<file path="src/rtl/systolic_2x2_seq_pkg.sv">
// systolic_2x2_pkg: shared types, default widths and bus slicing helpers for the 2x2 job sequencer
package systolic_2x2_pkg;
   localparam int DATA_W_DEF = 32;
   localparam int RES_W_DEF  = 64;
   localparam int ELEM_MAX   = 64;
   localparam int BUS_MAX    = 4 * ELEM_MAX;
   typedef enum logic [2:0] {S_IDLE, S_CLEAR, S_WAVE, S_DRAIN, S_OUT} state_t;
   typedef logic [1:0] wave_t;
   function automatic logic [ELEM_MAX-1:0] elem(input logic [BUS_MAX-1:0] m, input int w, input int i);
      logic [BUS_MAX-1:0] s;
      s = m >> (w * i);
      return s[ELEM_MAX-1:0];
   endfunction
endpackage

</file>
<file path="src/rtl/systolic_2x2_seq_if.sv">
// systolic_2x2_seq_if: job and result valid/ready buses of the 2x2 sequencer
interface systolic_2x2_seq_if
   import systolic_2x2_pkg::*;
#(parameter int DATA_W = DATA_W_DEF, parameter int RES_W = RES_W_DEF);
   logic                job_valid, job_ready;
   logic [4*DATA_W-1:0] a_mat, b_mat;
   logic                res_valid, res_ready;
   logic [4*RES_W-1:0]  res_mat;
   logic [3:0]          res_carry;
   modport master (output job_valid, a_mat, b_mat, res_ready, input job_ready, res_valid, res_mat, res_carry);
   modport slave  (input job_valid, a_mat, b_mat, res_ready, output job_ready, res_valid, res_mat, res_carry);
endinterface

</file>
<file path="src/rtl/systolic_2x2_seq_wave_mux.sv">
// systolic_2x2_wave_mux: picks the skewed row/col operands driven on wave k
module systolic_2x2_wave_mux
   import systolic_2x2_pkg::*;
#(parameter int DATA_W = DATA_W_DEF)(
   input  wave_t               i_k,
   input  logic [4*DATA_W-1:0] i_a,
   input  logic [4*DATA_W-1:0] i_b,
   output logic [DATA_W-1:0]   o_row0,
   output logic [DATA_W-1:0]   o_row1,
   output logic [DATA_W-1:0]   o_col0,
   output logic [DATA_W-1:0]   o_col1
);
   logic [DATA_W-1:0] w_a [4];
   logic [DATA_W-1:0] w_b [4];
   // element order is {x22,x21,x12,x11}; row 0 leads row 1 and col 0 leads col 1 by one wave
   always_comb begin
      for (int i = 0; i < 4; i++) begin
         w_a[i] = DATA_W'(elem(BUS_MAX'(i_a), DATA_W, i));
         w_b[i] = DATA_W'(elem(BUS_MAX'(i_b), DATA_W, i));
      end
      o_row0 = i_k == 2'd0 ? w_a[1] : i_k == 2'd1 ? w_a[0] : '0;
      o_row1 = i_k == 2'd1 ? w_a[3] : i_k == 2'd2 ? w_a[2] : '0;
      o_col0 = i_k == 2'd0 ? w_b[2] : i_k == 2'd1 ? w_b[0] : '0;
      o_col1 = i_k == 2'd1 ? w_b[3] : i_k == 2'd2 ? w_b[1] : '0;
   end
endmodule

</file>
<file path="src/rtl/systolic_2x2_seq.sv">
// systolic_2x2_seq: clears the 2x2 array, drives four skewed wavefronts, drains and returns results; SYS2X2_SELFCHECK_EN adds res_mismatch
module systolic_2x2_seq
   import systolic_2x2_pkg::*;
#(
   parameter int DATA_W       = DATA_W_DEF,
   parameter int RES_W        = RES_W_DEF,
   parameter int CLR_CYCLES   = 2,
   parameter int WAVE_GAP     = 20,
   parameter int DRAIN_CYCLES = 200
)(
   input  logic                clk,
   input  logic                rst_n,
   systolic_2x2_seq_if.slave   bus,
   output logic                arr_rst,
   output logic                arr_load,
   output logic [DATA_W-1:0]   arr_row0,
   output logic [DATA_W-1:0]   arr_row1,
   output logic [DATA_W-1:0]   arr_col0,
   output logic [DATA_W-1:0]   arr_col1,
   input  logic [4*RES_W-1:0]  arr_res,
   input  logic [3:0]          arr_carry,
   output logic                busy
`ifdef SYS2X2_SELFCHECK_EN
   , output logic [3:0]        res_mismatch
`endif
);
   state_t              r_state, w_state_nxt;
   logic [31:0]         r_cnt, w_cnt_nxt;
   wave_t               r_k, w_k_nxt;
   logic                w_load_nxt, w_acc, w_cap;
   logic                r_job_ready, r_arr_rst, r_load, r_res_valid;
   logic [4*DATA_W-1:0] r_a, r_b;
   logic [DATA_W-1:0]   r_row0, r_row1, r_col0, r_col1;
   logic [DATA_W-1:0]   w_row0, w_row1, w_col0, w_col1;
   logic [4*RES_W-1:0]  r_res;
   logic [3:0]          r_carry;

   systolic_2x2_wave_mux #(.DATA_W(DATA_W)) u_mux (
      .i_k(w_k_nxt), .i_a(r_a), .i_b(r_b),
      .o_row0(w_row0), .o_row1(w_row1), .o_col0(w_col0), .o_col1(w_col1)
   );

   // state, shared cycle counter and wave index
   always_ff @(posedge clk or negedge rst_n)
      if (!rst_n) begin
         r_state <= S_IDLE;
         r_cnt   <= '0;
         r_k     <= '0;
      end else begin
         r_state <= w_state_nxt;
         r_cnt   <= w_cnt_nxt;
         r_k     <= w_k_nxt;
      end

   // sequencing: every state entry restarts the counter; a load is scheduled on the edge entering each wave
   always_comb begin
      w_state_nxt = r_state;
      w_cnt_nxt   = r_cnt + 32'd1;
      w_k_nxt     = r_k;
      w_load_nxt  = 1'b0;
      w_acc       = 1'b0;
      w_cap       = 1'b0;
      case (r_state)
         S_IDLE: if (bus.job_valid && r_job_ready) begin
            w_state_nxt = S_CLEAR;
            w_cnt_nxt   = '0;
            w_acc       = 1'b1;
         end
         S_CLEAR: if (r_cnt == 32'(CLR_CYCLES - 1)) begin
            w_state_nxt = S_WAVE;
            w_cnt_nxt   = '0;
            w_k_nxt     = '0;
            w_load_nxt  = 1'b1;
         end
         S_WAVE: if (r_k == 2'd3) begin
            w_state_nxt = S_DRAIN;
            w_cnt_nxt   = '0;
         end else if (r_cnt == 32'(WAVE_GAP - 1)) begin
            w_cnt_nxt   = '0;
            w_k_nxt     = r_k + 2'd1;
            w_load_nxt  = 1'b1;
         end
         S_DRAIN: if (r_cnt == 32'(DRAIN_CYCLES - 1)) begin
            w_state_nxt = S_OUT;
            w_cap       = 1'b1;
         end
         S_OUT: if (bus.res_ready) w_state_nxt = S_IDLE;
         default: w_state_nxt = S_IDLE;
      endcase
   end

   // registered outputs, operand latch, wave operands and result capture
   always_ff @(posedge clk or negedge rst_n)
      if (!rst_n) begin
         r_job_ready <= 1'b0;
         r_arr_rst   <= 1'b1;
         r_load      <= 1'b0;
         r_res_valid <= 1'b0;
         r_a         <= '0;
         r_b         <= '0;
         r_row0      <= '0;
         r_row1      <= '0;
         r_col0      <= '0;
         r_col1      <= '0;
         r_res       <= '0;
         r_carry     <= '0;
      end else begin
         r_job_ready <= w_state_nxt == S_IDLE;
         r_arr_rst   <= w_state_nxt == S_CLEAR;
         r_load      <= w_load_nxt;
         r_res_valid <= w_state_nxt == S_OUT;
         if (w_acc) begin
            r_a <= bus.a_mat;
            r_b <= bus.b_mat;
         end
         if (w_load_nxt) begin
            r_row0 <= w_row0;
            r_row1 <= w_row1;
            r_col0 <= w_col0;
            r_col1 <= w_col1;
         end
         if (w_cap) begin
            r_res   <= arr_res;
            r_carry <= arr_carry;
         end
      end

   assign bus.job_ready = r_job_ready;
   assign bus.res_valid = r_res_valid;
   assign bus.res_mat   = r_res;
   assign bus.res_carry = r_carry;
   assign arr_rst       = r_arr_rst;
   assign arr_load      = r_load;
   assign arr_row0      = r_row0;
   assign arr_row1      = r_row1;
   assign arr_col0      = r_col0;
   assign arr_col1      = r_col1;
   assign busy          = r_state != S_IDLE;

`ifdef SYS2X2_SELFCHECK_EN
   logic [3:0] w_mis, r_mis;
   // element (i/2, i%2) of A*B in RES_W-bit unsigned arithmetic, compared with what the array returned
   always_comb begin
      w_mis = '0;
      for (int i = 0; i < 4; i++)
         w_mis[i] = RES_W'(DATA_W'(elem(BUS_MAX'(r_a), DATA_W, (i / 2) * 2))) * RES_W'(DATA_W'(elem(BUS_MAX'(r_b), DATA_W, i % 2)))
                  + RES_W'(DATA_W'(elem(BUS_MAX'(r_a), DATA_W, (i / 2) * 2 + 1))) * RES_W'(DATA_W'(elem(BUS_MAX'(r_b), DATA_W, 2 + i % 2)))
                  != RES_W'(elem(BUS_MAX'(arr_res), RES_W, i));
   end
   // mismatch flags are captured alongside the results
   always_ff @(posedge clk or negedge rst_n)
      if (!rst_n) r_mis <= '0;
      else if (w_cap) r_mis <= w_mis;
   assign res_mismatch = r_mis;
`endif
endmodule

</file>
<file path="src/flat_wrapper.sv">
// flat-port wrapper written by rule: the top's interface ports become plain ports
module systolic_2x2_seq_flat import systolic_2x2_pkg::*;
#(
   parameter int DATA_W       = DATA_W_DEF,
   parameter int RES_W        = RES_W_DEF,
   parameter int CLR_CYCLES   = 2,
   parameter int WAVE_GAP     = 20,
   parameter int DRAIN_CYCLES = 200
)
  (clk, rst_n, arr_rst, arr_load, arr_row0, arr_row1, arr_col0, arr_col1, arr_res, arr_carry, busy, bus_job_valid, bus_a_mat, bus_b_mat, bus_res_ready, bus_job_ready, bus_res_valid, bus_res_mat, bus_res_carry);
  systolic_2x2_seq_if #(.DATA_W(DATA_W), .RES_W(RES_W)) bus_i ();
  input  logic clk;
  input  logic rst_n;
  output logic arr_rst;
  output logic arr_load;
  output logic [DATA_W-1:0] arr_row0;
  output logic [DATA_W-1:0] arr_row1;
  output logic [DATA_W-1:0] arr_col0;
  output logic [DATA_W-1:0] arr_col1;
  input  logic [4*RES_W-1:0] arr_res;
  input  logic [3:0] arr_carry;
  output logic busy;
  input wire logic [$bits(bus_i.job_valid)-1:0] bus_job_valid;
  input wire logic [$bits(bus_i.a_mat)-1:0] bus_a_mat;
  input wire logic [$bits(bus_i.b_mat)-1:0] bus_b_mat;
  input wire logic [$bits(bus_i.res_ready)-1:0] bus_res_ready;
  output wire logic [$bits(bus_i.job_ready)-1:0] bus_job_ready;
  output wire logic [$bits(bus_i.res_valid)-1:0] bus_res_valid;
  output wire logic [$bits(bus_i.res_mat)-1:0] bus_res_mat;
  output wire logic [$bits(bus_i.res_carry)-1:0] bus_res_carry;
  assign bus_i.job_valid = bus_job_valid;
  assign bus_i.a_mat = bus_a_mat;
  assign bus_i.b_mat = bus_b_mat;
  assign bus_i.res_ready = bus_res_ready;
  assign bus_job_ready = bus_i.job_ready;
  assign bus_res_valid = bus_i.res_valid;
  assign bus_res_mat = bus_i.res_mat;
  assign bus_res_carry = bus_i.res_carry;
  systolic_2x2_seq #(.DATA_W(DATA_W), .RES_W(RES_W), .CLR_CYCLES(CLR_CYCLES), .WAVE_GAP(WAVE_GAP), .DRAIN_CYCLES(DRAIN_CYCLES)) u_core (.clk(clk), .rst_n(rst_n), .bus(bus_i), .arr_rst(arr_rst), .arr_load(arr_load), .arr_row0(arr_row0), .arr_row1(arr_row1), .arr_col0(arr_col0), .arr_col1(arr_col1), .arr_res(arr_res), .arr_carry(arr_carry), .busy(busy));
endmodule
</file>
<file path="config.mk">
export PLATFORM = sky130hd
export DESIGN_NAME = systolic_2x2_seq_flat
export DESIGN_NICKNAME = d
export VERILOG_FILES = /design/src/rtl/systolic_2x2_seq_pkg.sv /design/src/rtl/systolic_2x2_seq_if.sv /design/src/rtl/systolic_2x2_seq_wave_mux.sv /design/src/rtl/systolic_2x2_seq.sv /design/src/flat_wrapper.sv
export SDC_FILE = /design/constraint.sdc
export NUM_CORES = 1
export LEC_CHECK = 0
export BUFFER_PORTS_ARGS = -buffer_cell sky130_fd_sc_hd__buf_2
export CORE_AREA = 2 2 361 363
export CTS_CLUSTER_SIZE = 28
export DETAILED_ROUTE_END_ITERATION = 10
export DIE_AREA = 0 0 363 365
export GPL_TIMING_DRIVEN = 0
export SYNTH_ARGS = -nofsm -noshare
export SYNTH_HDL_FRONTEND = slang
export SYNTH_SLANG_ARGS = --single-unit
</file>
<file path="constraint.sdc">
create_clock -name clk -period 2.7 [get_ports clk]
set_clock_uncertainty 0.1 [all_clocks]
set_input_delay 0.27 -clock clk [delete_from_list [all_inputs] [get_ports clk]]
set_output_delay 0.27 -clock clk [all_outputs]
set_load 0.005 [all_outputs]
</file>
==> flow_metrics.env, run 1 <==
export IMPL_dr_first_iter_drc_count=1380
export IMPL_fp_row_count=132
export IMPL_cp_max_fo=10
export IMPL_finalNonFillerCells=5099
export IMPL_finalSetupTns_ps=0
export IMPL_htree_levels=3
export IMPL_status="finished, violations left"
export IMPL_tightest_slew_ps=933
export IMPL_final_layout_size_suffix_gt1_frac=0.447
export IMPL_synth_simple_area_share=0.0449
export IMPL_die_w_um=363
export IMPL_final_nets=3871
export IMPL_cts_made_buffers=81
export IMPL_synth_distinct_cells=44
export IMPL_setup_slack_ps=87.3
export IMPL_hold_violations=121
export IMPL_cts_root_buf="clkbuf_16"
export IMPL_fin_area_mm2=0.0420
export IMPL_worstSetupStartpoint="u_core.r_cnt[13]"
export IMPL_pre_cts_slack_ps=-1390
export IMPL_synth_seq_cells=685
export IMPL_cts_tree="built"
export IMPL_hold_class="in2async"
export IMPL_grt_usage=0.166
export IMPL_finalCritPeriodShare=0.968
export IMPL_grt_pass1_wl_um=160000
export IMPL_syn_nets=2338
export IMPL_dr_pass1_iters=6
export IMPL_timing_hold_ws_ps=-544
export IMPL_mappedNetlistArea_mm2=0.0267
export IMPL_cap_violations=0
export IMPL_ant_nets=0
export IMPL_power_frac_seq=0.446
export IMPL_via_per_inst=4.27
export IMPL_vdd_ir_drop_max_mv=0.512
export IMPL_fp_dieH_um=365
export IMPL_vias=21800
export IMPL_p_leak_nw=22.0
export IMPL_setup_viol=0
export IMPL_initial_core_util=0.207
export IMPL_failed_checks="negative hold slack"
export IMPL_syn_to_final_growth_pct=57.3
export IMPL_synth_mux_area_frac=0.218
export IMPL_switching_power_mw=5.12
export IMPL_core_area_mm2=0.129
export IMPL_path_class="reg2reg"
export IMPL_place_hpwl_um=84500
export IMPL_clock_latency_ps=660
export IMPL_swShare=0.222
export IMPL_dieArea_mm2=0.132
export IMPL_fmax_mhz=383
export IMPL_final_common_cell="buf_2"
export IMPL_antenna_found_initial=25
export IMPL_clk_pin_slew_ps=60
export IMPL_critPathArrivalTime_ps=3040
export IMPL_cts_hold_buffers=517
export IMPL_final_cell_mix="buf_2, dfrtp_1, dlygate4sd3_1, mux2_2, mux2_1"
export IMPL_fillers=12700
export IMPL_drc=0
export IMPL_dpl_instance_area_mm2=0.0335
export IMPL_drt_total_wl_um=115000
export IMPL_fin_crit_ps=2610
export IMPL_clock_sinks=685
export IMPL_powerDensity_mw_per_mm2=549
export IMPL_clockPowerShare=0.498
export IMPL_synth_top_family_by_area="multiplexers"
export IMPL_dpl_cell_count=4409
export IMPL_clk_path_buf_depth=3
export IMPL_regArea_mm2=0.0171
export IMPL_synth_area_per_cell_um2=14.7
export IMPL_combPwrFrac=0.056
export IMPL_grt_pass1_vias=23000
export IMPL_ys_seq_area_frac=0.642
export IMPL_worstPathRequired_ps=3130
export IMPL_p_int_mw=17.9
export IMPL_io_pins=913
export IMPL_synthCells=1815
export IMPL_synth_xor_area_frac=0.00984
export IMPL_wire_per_inst_um=22.6
export IMPL_relSlewSlack=0.373
export IMPL_grt_remaining_overflow=0
export IMPL_grt_max_degree=119
export IMPL_io_buffers=912
export IMPL_drv_slew=0
export IMPL_synth_compound_area_frac=0.0568
export IMPL_worstSetupEndpointType="flip-flop"
export IMPL_ys_warn_count=0
export IMPL_r2r_start="u_core.r_cnt[13]"
export IMPL_gp_congestion=0.815
export IMPL_multiInputGateArea_mm2=0.00895
export IMPL_synth_adder_area_share=0.00141
export IMPL_startpoint_type="flip-flop"
worst paths after layout:
check	cells past startpoint	to	slack [ps]
worst max register to register	8	u_core.bus.res_mat[152]	90
min in group clk	3	u_core.bus.res_mat[212]	260
worst max-delay path	8	u_core.bus.res_mat[152]	90
worst min register to register	2	u_core.arr_row1[7]	370
worst min-delay path	1	u_core.r_a[67]	-540
max in group asynchronous	5	u_core.bus.res_mat[132]	550
flip-flops by register name (all words and copies together) (netlist names):
signal / flops
u_core.bus.res_mat: 256
u_core.r_a: 128
u_core.r_b: 128
u_core.arr_col0: 32
u_core.arr_col1: 32
u_core.arr_row0: 32
u_core.arr_row1: 32
u_core.r_cnt: 32
u_core.bus.res_carry: 4
u_core.r_state: 3
u_core.r_k: 2
u_core.arr_load: 1
u_core.arr_rst: 1
u_core.bus.job_ready: 1
u_core.bus.res_valid: 1
power by group through the flow:
| stage | registers (mW) | logic [mW] | clock network (mW) |
|---|---|---|---|
| after floorplan | 10.5 | 0.00657 | 0 |
| after global placement | 10.5 | 0.620 | 0 |
| after detailed placement | 10.5 | 0.660 | 0 |
| after CTS | 10.3 | 1.30 | 11.8 |
| after global routing | 10.3 | 1.40 | 12.2 |
| final | 10.3 | 1.30 | 11.5 |
area by class of cell:
cell class / count / share of cell area
antenna: 12 / 0.000715
timing repair buffer: 1453 / 0.241
clock buffer: 118 / 0.0574
inverter: 3 / 0.000268
multi-input combinational: 1010 / 0.213
tap: 1675 / 0.0499
buffer: 114 / 0.0201
sequential: 685 / 0.408
clock inverter: 29 / 0.00864
metrics by stage:
| step | total power, mW | hold WS [ps] | util |
|---|---|---|---|
| 2_1_floorplan | 10.5 | -126 | - |
| 3_3_place_gp | 11.1 | 359 | 0.259 |
| 3_5_place_dp | 11.1 | 286 | 0.261 |
| 4_1_cts | 23.3 | -467 | 0.324 |
| 5_1_grt | 23.8 | -547 | 0.326 |
| 6_report | 23.0 | -544 | 0.326 |
cells in the mapped netlist, drive strengths merged:
master | instances | area, um^2
a2111oi | 1 | 8.76
a211oi | 1 | 12.5
a21o | 2 | 15.0
a221o | 1 | 10.0
a222oi | 64 | 641
a22oi | 64 | 480
a31o | 1 | 8.76
and2 | 6 | 37.5
and3 | 6 | 37.5
and4 | 5 | 43.8
and4b | 1 | 10.0
buf | 65 | 514
clkbuf | 52 | 196
dfrtp | 684 | 17100
dfstp | 1 | 26.3
ha | 3 | 37.5
inv | 3 | 11.3
mux2 | 516 | 5810
nand2 | 77 | 289
nand2b | 1 | 6.26
nand3 | 15 | 75.1
nand4 | 13 | 81.3
nand4b | 4 | 35.0
nor2 | 105 | 394
nor2b | 3 | 18.8
nor3 | 4 | 20.0
nor3b | 2 | 15.0
nor4 | 12 | 93.8
nor4b | 1 | 8.76
o211ai | 1 | 7.51
o21ai | 65 | 325
o21bai | 1 | 7.51
or2 | 3 | 18.8
or3 | 2 | 12.5
xnor2 | 11 | 96.3
xor2 | 19 | 166
critical path: stages (launching register included):
cell and delay (ps):
dfrtp_2 450, nor4_4 340, nand3_1 140, nor4_2 310
and2_4 240, buf_12 170, clkbuf_16 190, buf_8 160
mux2_1 350
logic make-up (layout without fill, tap and decap cells):
logic type,after synthesis,in the layout
adders and majority gates,3,3
muxes,516,516
AOI/OAI and AO/OA,201,201
DFF,685,685
buffers and inverters,120,1717
xor gates and xnor gates,30,30
other,0,12
and+or+nand+nor,260,260
timing repair:
| action | 4_1_cts | 5_1_grt |
|---|---|---|
| resized for setup | 55 | 47 |
| pin swaps | 5 | 7 |
| hold endpoints to repair | 618 | 101 |
| gates cloned | 1 | 2 |
| setup buffers | 8 | 6 |
| endpoints found under the setup margin | 648 | 353 |
layer usage:
metal	share of wire	up-vias	track usage	wire, um
met5	0.0010	-	0	115
met4	0.037	18	0.0701	4270
met3	0.078	162	0.0492	8970
met2	0.49	854	0.281	56300
met1	0.40	11100	0.196	45700
li1	-	9660	-	-
(Power assumes the default switching activity.)
==> run 2, diff against run 1 <==
--- a/config.mk
+++ b/config.mk
@@ -6,10 +6,10 @@
 export NUM_CORES = 1
 export LEC_CHECK = 0
 export BUFFER_PORTS_ARGS = -buffer_cell sky130_fd_sc_hd__buf_2
-export CORE_AREA = 2 2 361 363
+export CORE_AREA = 2 2 353 355
 export CTS_CLUSTER_SIZE = 28
 export DETAILED_ROUTE_END_ITERATION = 10
-export DIE_AREA = 0 0 363 365
+export DIE_AREA = 0 0 355 357
 export GPL_TIMING_DRIVEN = 0
 export SYNTH_ARGS = -nofsm -noshare
 export SYNTH_HDL_FRONTEND = slang
==> flow_metrics.env, run 2 (synthesized netlist as in run 1, its figures left out) <==
export IMPL_clock_latency_ps=670
export IMPL_initial_core_util=0.217
export IMPL_grt_max_degree=118
export IMPL_p_leak_nw=22.0
export IMPL_wire_per_inst_um=22.8
export IMPL_dr_pass1_iters=9
export IMPL_path_class="reg2reg"
export IMPL_fmax_mhz=386
export IMPL_fin_area_mm2=0.0421
export IMPL_vias=21900
export IMPL_regToRegEndpoint="u_core.r_b[105]"
export IMPL_fillers=12100
export IMPL_grt_usage=0.176
export IMPL_place_hpwl_um=84900
export IMPL_antenna_found_initial=13
export IMPL_final_common_cell="buf_2"
export IMPL_cap_violations=0
export IMPL_clk_path_buf_depth=3
export IMPL_grt_pass1_vias=23300
export IMPL_finalCritPeriodShare=0.959
export IMPL_endpoint="u_core.r_b[105]"
export IMPL_die_w_um=355
export IMPL_ant_nets=0
export IMPL_critPathArrivalTime_ps=3040
export IMPL_fp_dieH_um=357
export IMPL_final_cell_mix="buf_2, dfrtp_1, dlygate4sd3_1, mux2_2, mux2_1"
export IMPL_timing_hold_ws_ps=-193
export IMPL_worstSetupStartpoint="u_core.r_state[2]"
export IMPL_via_per_inst=4.33
export IMPL_cp_max_fo=10
export IMPL_clk_pin_slew_ps=60
export IMPL_cts_hold_buffers=524
export IMPL_r2r_start="u_core.r_state[2]"
export IMPL_tightest_slew_ps=851
export IMPL_fin_util=0.342
export IMPL_dpl_instance_area_mm2=0.0335
export IMPL_dieArea_mm2=0.127
export IMPL_clock_sinks=685
export IMPL_failed_checks="negative hold slack"
export IMPL_io_pins=913
export IMPL_cts_root_buf="clkbuf_16"
export IMPL_final_nets=3871
export IMPL_crit_path_cell_trace="or3_1 -> nor2_2 -> clkbuf_4 -> buf_2 -> mux2_2"
export IMPL_fin_crit_ps=2590
export IMPL_drv_slew=0
export IMPL_fp_row_count=129
export IMPL_status="finished, violations left"
export IMPL_gp_congestion=0.834
export IMPL_final_layout_size_suffix_gt1_frac=0.447
export IMPL_hold_violations=185
export IMPL_crit_path_top_delay_cell="dfrtp_1"
export IMPL_relSlewSlack=0.429
export IMPL_core_area_mm2=0.123
export IMPL_syn_to_final_growth_pct=57.7
export IMPL_cts_tree="built"
export IMPL_setup_viol=0
export IMPL_io_buffers=912
export IMPL_grt_pass1_wl_um=163000
export IMPL_powerDensity_mw_per_mm2=550
export IMPL_grt_setup_unrepaired="true"
export IMPL_startpoint_type="flip-flop"
export IMPL_vdd_ir_drop_max_mv=0.444
export IMPL_drt_total_wl_um=115000
export IMPL_htree_levels=3
export IMPL_dr_first_iter_drc_count=1468
export IMPL_slowest_delay_ps=420
export IMPL_hold_class="in2async"
export IMPL_drc=0
export IMPL_largest_reg_flops=256
export IMPL_cts_made_buffers=81
export IMPL_worstSetupEndpointType="flip-flop"
export IMPL_r2r_setup_slack_ps=110
export IMPL_grt_remaining_overflow=0
export IMPL_reg2reg_depth=5
export IMPL_worstPathRequired_ps=3150
-- run 2: cell count changes in the layout (fill, tap and decap cells not counted), sizes merged --
cell           delta
diode             -4
clkbuf            -1
dlygate4sd3       +1
bufinv            -1
clkinv            +1
inv               +2
clkdlybuf4s15     +1
-- run 2: timing repair --
item / in CTS / in global routing
setup buffers: 5 / 3
endpoints found under the hold margin: 757 / 185
gates resized for setup: 64 / 34
pin swaps: 5 / 3
endpoints found under the setup margin: 630 / 457
gates cloned: 0 / 1
-- run 2: power breakdown --
part	switching, mW	total (mW)	internal [mW]	leakage [nW]
clock network	4.67	11.5	6.86	1.39
logic	0.535	1.34	0.808	11.1
registers	0	10.3	10.3	9.55
-- run 2: final cells by class --
class	count	area, um^2	area share
diodes	8	20.0	0.000476
plain buffers	115	877	0.0208
clock buffers	119	2420	0.0575
clock inverters	31	425	0.0101
inverters	3	11.3	0.000268
multi-input cells	1010	8940	0.213
flip-flops and latches	685	17100	0.407
well taps	1637	2050	0.0487
repair buffers	1452	10200	0.242
-- run 2: worst min path at each step --
stage,slack (ps),cells past startpoint,startpoint,end
3_3_place_gp,360,2,u_core.arr_row1[10],u_core.arr_row1[10]
6_report,-190,5,rst_n,u_core.bus.res_mat[250]
3_5_place_dp,120,1,rst_n,u_core.bus.res_mat[20]
2_1_floorplan,-130,0,rst_n,u_core.arr_col0[0]
4_1_cts,-220,5,rst_n,u_core.bus.res_mat[250]
5_1_grt,-180,5,rst_n,u_core.bus.res_mat[250]
-- run 2: per-stage QoR --
step | total power [mW] | setup TNS [ps] | instances | hold slack [ps] | setup WS (ps)
global placement | 11.1 | -9669390 | 4364 | 358 | -13920
detailed placement | 11.1 | -295320 | 4371 | 119 | -1340
CTS | 23.4 | -2.86 | 5048 | -216 | -2.25
floorplan | 10.5 | 0 | 1815 | -126 | 354
finish | 23.1 | 0 | 5060 | -193 | 110
global route | 23.9 | -158 | 5055 | -182 | -27.1
-- run 2: per-layer routing --
| layer | global-route usage | part of all wire | vias to the layer above |
|---|---|---|---|
| met4 | 0.0684 | 0.040 | 12 |
| met2 | 0.299 | 0.49 | 929 |
| li1 | - | - | 9679 |
| met3 | 0.0478 | 0.075 | 228 |
| met1 | 0.210 | 0.40 | 11000 |
| met5 | 0 | 0.00070 | - |
-- run 2: critical path, delay by kind of cell (launching register included) --
| family | cells | cell delay, ps |
|---|---|---|
| flops | 1 | 420 |
| mux | 1 | 390 |
| buf+inv | 2 | 780 |
| simple gates | 2 | 760 |
==> run 3, diff against run 2 <==
--- a/config.mk
+++ b/config.mk
@@ -5,11 +5,12 @@
 export SDC_FILE = /design/constraint.sdc
 export NUM_CORES = 1
 export LEC_CHECK = 0
+export ABC_AREA = 1
 export BUFFER_PORTS_ARGS = -buffer_cell sky130_fd_sc_hd__buf_2
-export CORE_AREA = 2 2 353 355
+export CORE_AREA = 2 2 360 362
 export CTS_CLUSTER_SIZE = 28
 export DETAILED_ROUTE_END_ITERATION = 10
-export DIE_AREA = 0 0 355 357
+export DIE_AREA = 0 0 362 364
 export GPL_TIMING_DRIVEN = 0
 export SYNTH_ARGS = -nofsm -noshare
 export SYNTH_HDL_FRONTEND = slang
==> flow_metrics.env, run 3 <==
export IMPL_setup_viol=0
export IMPL_cts_tree="built"
export IMPL_wl_met1_um=52200
export IMPL_syn_nets=3455
export IMPL_grt_remaining_overflow=0
export IMPL_synth_area_per_cell_um2=9.68
export IMPL_crit_path_cell_trace="nor2_1 -> nand2_1 -> nor2_1 -> nand2_2 -> buf_4 -> nor3_4 -> nand2_4 -> buf_4 -> clkbuf_4 -> mux2_1"
export IMPL_multiInputGateArea_mm2=0.0103
export IMPL_io_pins=913
export IMPL_cts_made_buffers=81
export IMPL_final_nets=4981
export IMPL_tightest_slew_ps=1070
export IMPL_final_common_cell="nand2_1"
export IMPL_clock_sinks=685
export IMPL_dr_max_layer_used="met5"
export IMPL_crit_path_top_delay_cell="dfrtp_1"
export IMPL_grt_pass1_vias=27300
export IMPL_cts_root_buf="clkbuf_16"
export IMPL_finalCritPeriodShare=0.936
export IMPL_synth_seq_cells=685
export IMPL_r2r_setup_slack_ps=170
export IMPL_finalNonFillerCells=6205
export IMPL_powerDensity_mw_per_mm2=538
export IMPL_wl_met2_um=56200
export IMPL_cap_violations=0
export IMPL_clockPowerShare=0.473
export IMPL_critPathArrivalTime_ps=2960
export IMPL_antenna_found_initial=26
export IMPL_synth_ff_type="dfrtp_1"
export IMPL_fillers=13000
export IMPL_worstPathRequired_ps=3140
export IMPL_yosysMostFrequentCell="nand2_1"
export IMPL_relSlewSlack=0.285
export IMPL_synthCells=2932
export IMPL_ant_nets=0
export IMPL_path_class="reg2reg"
export IMPL_r2r_start="u_core.r_cnt[18]"
export IMPL_fin_util=0.339
export IMPL_regToRegEndpoint="u_core.bus.res_mat[144]"
export IMPL_worstSetupStartpoint="u_core.r_cnt[18]"
export IMPL_dr_first_iter_drc_count=1822
export IMPL_io_buffers=912
export IMPL_htree_levels=3
export IMPL_power_frac_seq=0.452
export IMPL_yosysTopAreaCell="dfrtp_1"
export IMPL_synth_top_area_share=0.603
export IMPL_via_per_inst=4.27
export IMPL_p_int_mw=17.8
export IMPL_cp_max_fo=10
export IMPL_fin_crit_ps=2530
export IMPL_timing_hold_ws_ps=227
export IMPL_grt_pass1_wl_um=175000
export IMPL_vdd_ir_drop_max_mv=0.378
export IMPL_place_hpwl_um=89700
export IMPL_clk_pin_slew_ps=60
export IMPL_ys_warn_count=0
export IMPL_gp_congestion=0.887
export IMPL_worst_path_stages=10
export IMPL_synth_distinct_cells=33
export IMPL_synth_edf_count=0
export IMPL_fp_dieH_um=364
export IMPL_cp_top_family="simple AND/OR/NAND/NOR gates"
export IMPL_hold_class="in2reg"
export IMPL_dieArea_mm2=0.132
export IMPL_hold_violations=0
export IMPL_syn_to_final_growth_pct=53.1
export IMPL_synthTopCellsByCount="nand2_1, dfrtp_1, nand3_1, mux2_1, clkbuf_1"
export IMPL_largest_reg_flops=256
export IMPL_swShare=0.238
export IMPL_clock_latency_ps=680
export IMPL_dr_wl_met3_um=7840
export IMPL_mappedNetlistArea_mm2=0.0284
export IMPL_synthTopCellsByArea="dfrtp_1, nand2_1, mux2_1, nand3_1, mux2_2"
export IMPL_dr_pass1_iters=5
export IMPL_endpoint="u_core.bus.res_mat[144]"
export IMPL_combPwrFrac=0.074
export IMPL_drc=0
export IMPL_switching_power_mw=5.55
export IMPL_regArea_mm2=0.0171
export IMPL_drt_total_wl_um=121000
export IMPL_status="completed"
export IMPL_p_leak_nw=22.9
export IMPL_grt_usage=0.178
export IMPL_startpoint_type="flip-flop"
export IMPL_wire_per_inst_um=19.5
export IMPL_fp_row_count=132
export IMPL_initial_core_util=0.221
export IMPL_core_area_mm2=0.128
export IMPL_worstSetupEndpointType="flip-flop"
export IMPL_ys_seq_area_frac=0.604
export IMPL_die_w_um=362
export IMPL_grt_max_degree=116
export IMPL_slowest_delay_ps=430
export IMPL_reg2reg_depth=10
export IMPL_vias=26500
export IMPL_critPathBufInv=3
export IMPL_final_layout_size_suffix_gt1_frac=0.280
export IMPL_ys_async_sr_fraction=1.00
export IMPL_dpl_cell_count=5525
export IMPL_clk_path_buf_depth=3
export IMPL_fmax_mhz=396
export IMPL_final_cell_mix="nand2_1, buf_2, dfrtp_1, dlygate4sd3_1, nand3_1"
export IMPL_drv_slew=0
[run 3: changes by cell type after synthesis, sizes merged, moves of 31 or more]
| cell | before | now |
|---|---|---|
| nand3 | 15 | 275 |
| mux2 | 516 | 260 |
| o21ai | 65 | 8 |
| nand2 | 77 | 1352 |
| a222oi | 64 | 0 |
| nor2 | 105 | 74 |
| inv | 3 | 41 |
| a22oi | 64 | 0 |
[run 3: through the flow]
step	setup WS [ps]	power (mW)	TNS (ps)	cell area, um^2
6_report	172	23.4	0	43500
2_1_floorplan	554	10.9	0	28400
5_1_grt	-4.16	24.3	-7.06	43400
3_3_place_gp	-13770	11.8	-9579800	35000
3_5_place_dp	-1010	11.9	-192980	35200
4_1_cts	-14.7	23.7	-64.1	43200
[run 3: area by class of cell]
| type | count | area share |
|---|---|---|
| Tap cell | 1675 | 0.0482 |
| Inverter | 41 | 0.00354 |
| Buffer | 171 | 0.0247 |
| Multi-Input combinational cell | 2035 | 0.238 |
| Timing Repair Buffer | 1443 | 0.230 |
| Sequential cell | 685 | 0.394 |
| Clock buffer | 117 | 0.0525 |
| Clock inverter | 28 | 0.00832 |
| Antenna cell | 10 | 0.000576 |
[run 3: what timing repair did]
action / CTS / global route
buffers inserted: 2 / 2
gates resized for setup: 38 / 91
endpoints found under the setup margin: 566 / 373
hold buffers: 520 / 0
gates cloned: 0 / 1
endpoints found under the hold margin: 872 / 0
pin swaps: 1 / 3
[run 3: worst min-delay path: stages]
cell,delay [ps]
dlygate4sd3_1,510
buf_2,100
nand2_1,50
nand2_1,50
[run 3: worst min path at each step]
| stage | startpoint | end | slack, ps | cells past startpoint |
|---|---|---|---|---|
| floorplan | rst_n | u_core.arr_col0[0] | -130 | 0 |
| global placement | u_core.arr_col0[1] | u_core.arr_col0[1] | 360 | 2 |
| detailed placement | rst_n | u_core.r_b[16] | 150 | 1 |
| CTS | bus_b_mat[116] | u_core.r_b[116] | 130 | 4 |
| global route | bus_b_mat[116] | u_core.r_b[116] | 200 | 4 |
| finish | bus_a_mat[31] | u_core.r_a[31] | 230 | 4 |
[run 3: routing by layer]
metal | up-vias | GRT usage
met3 | 225 | 0.0412
li1 | 12400 | -
met4 | 16 | 0.0773
met5 | - | 0
met1 | 12900 | 0.228
met2 | 920 | 0.288
[run 3: power groups by stage]
stage	Sequential, mW	Clock (mW)	Combinational [mW]
6_report	10.6	11.1	1.74
5_1_grt	10.6	11.8	1.88
4_1_cts	10.6	11.4	1.75
3_5_place_dp	10.8	0	1.12
3_3_place_gp	10.8	0	1.07
2_1_floorplan	10.8	0	0.141
[run 3: cell families (layout without fill, tap and decap cells)]
group           Yosys count  in the layout  share of synthesized area
compound gates           15             15                    0.00322
other cells               0             10                          0
buf+inv                 212           1800                     0.0358
fa+ha+maj                 3              3                    0.00132
simple gates           1735           1735                      0.246
xor+xnor                 22             22                    0.00679
mux                     260            260                      0.103
flops                   685            685                      0.604
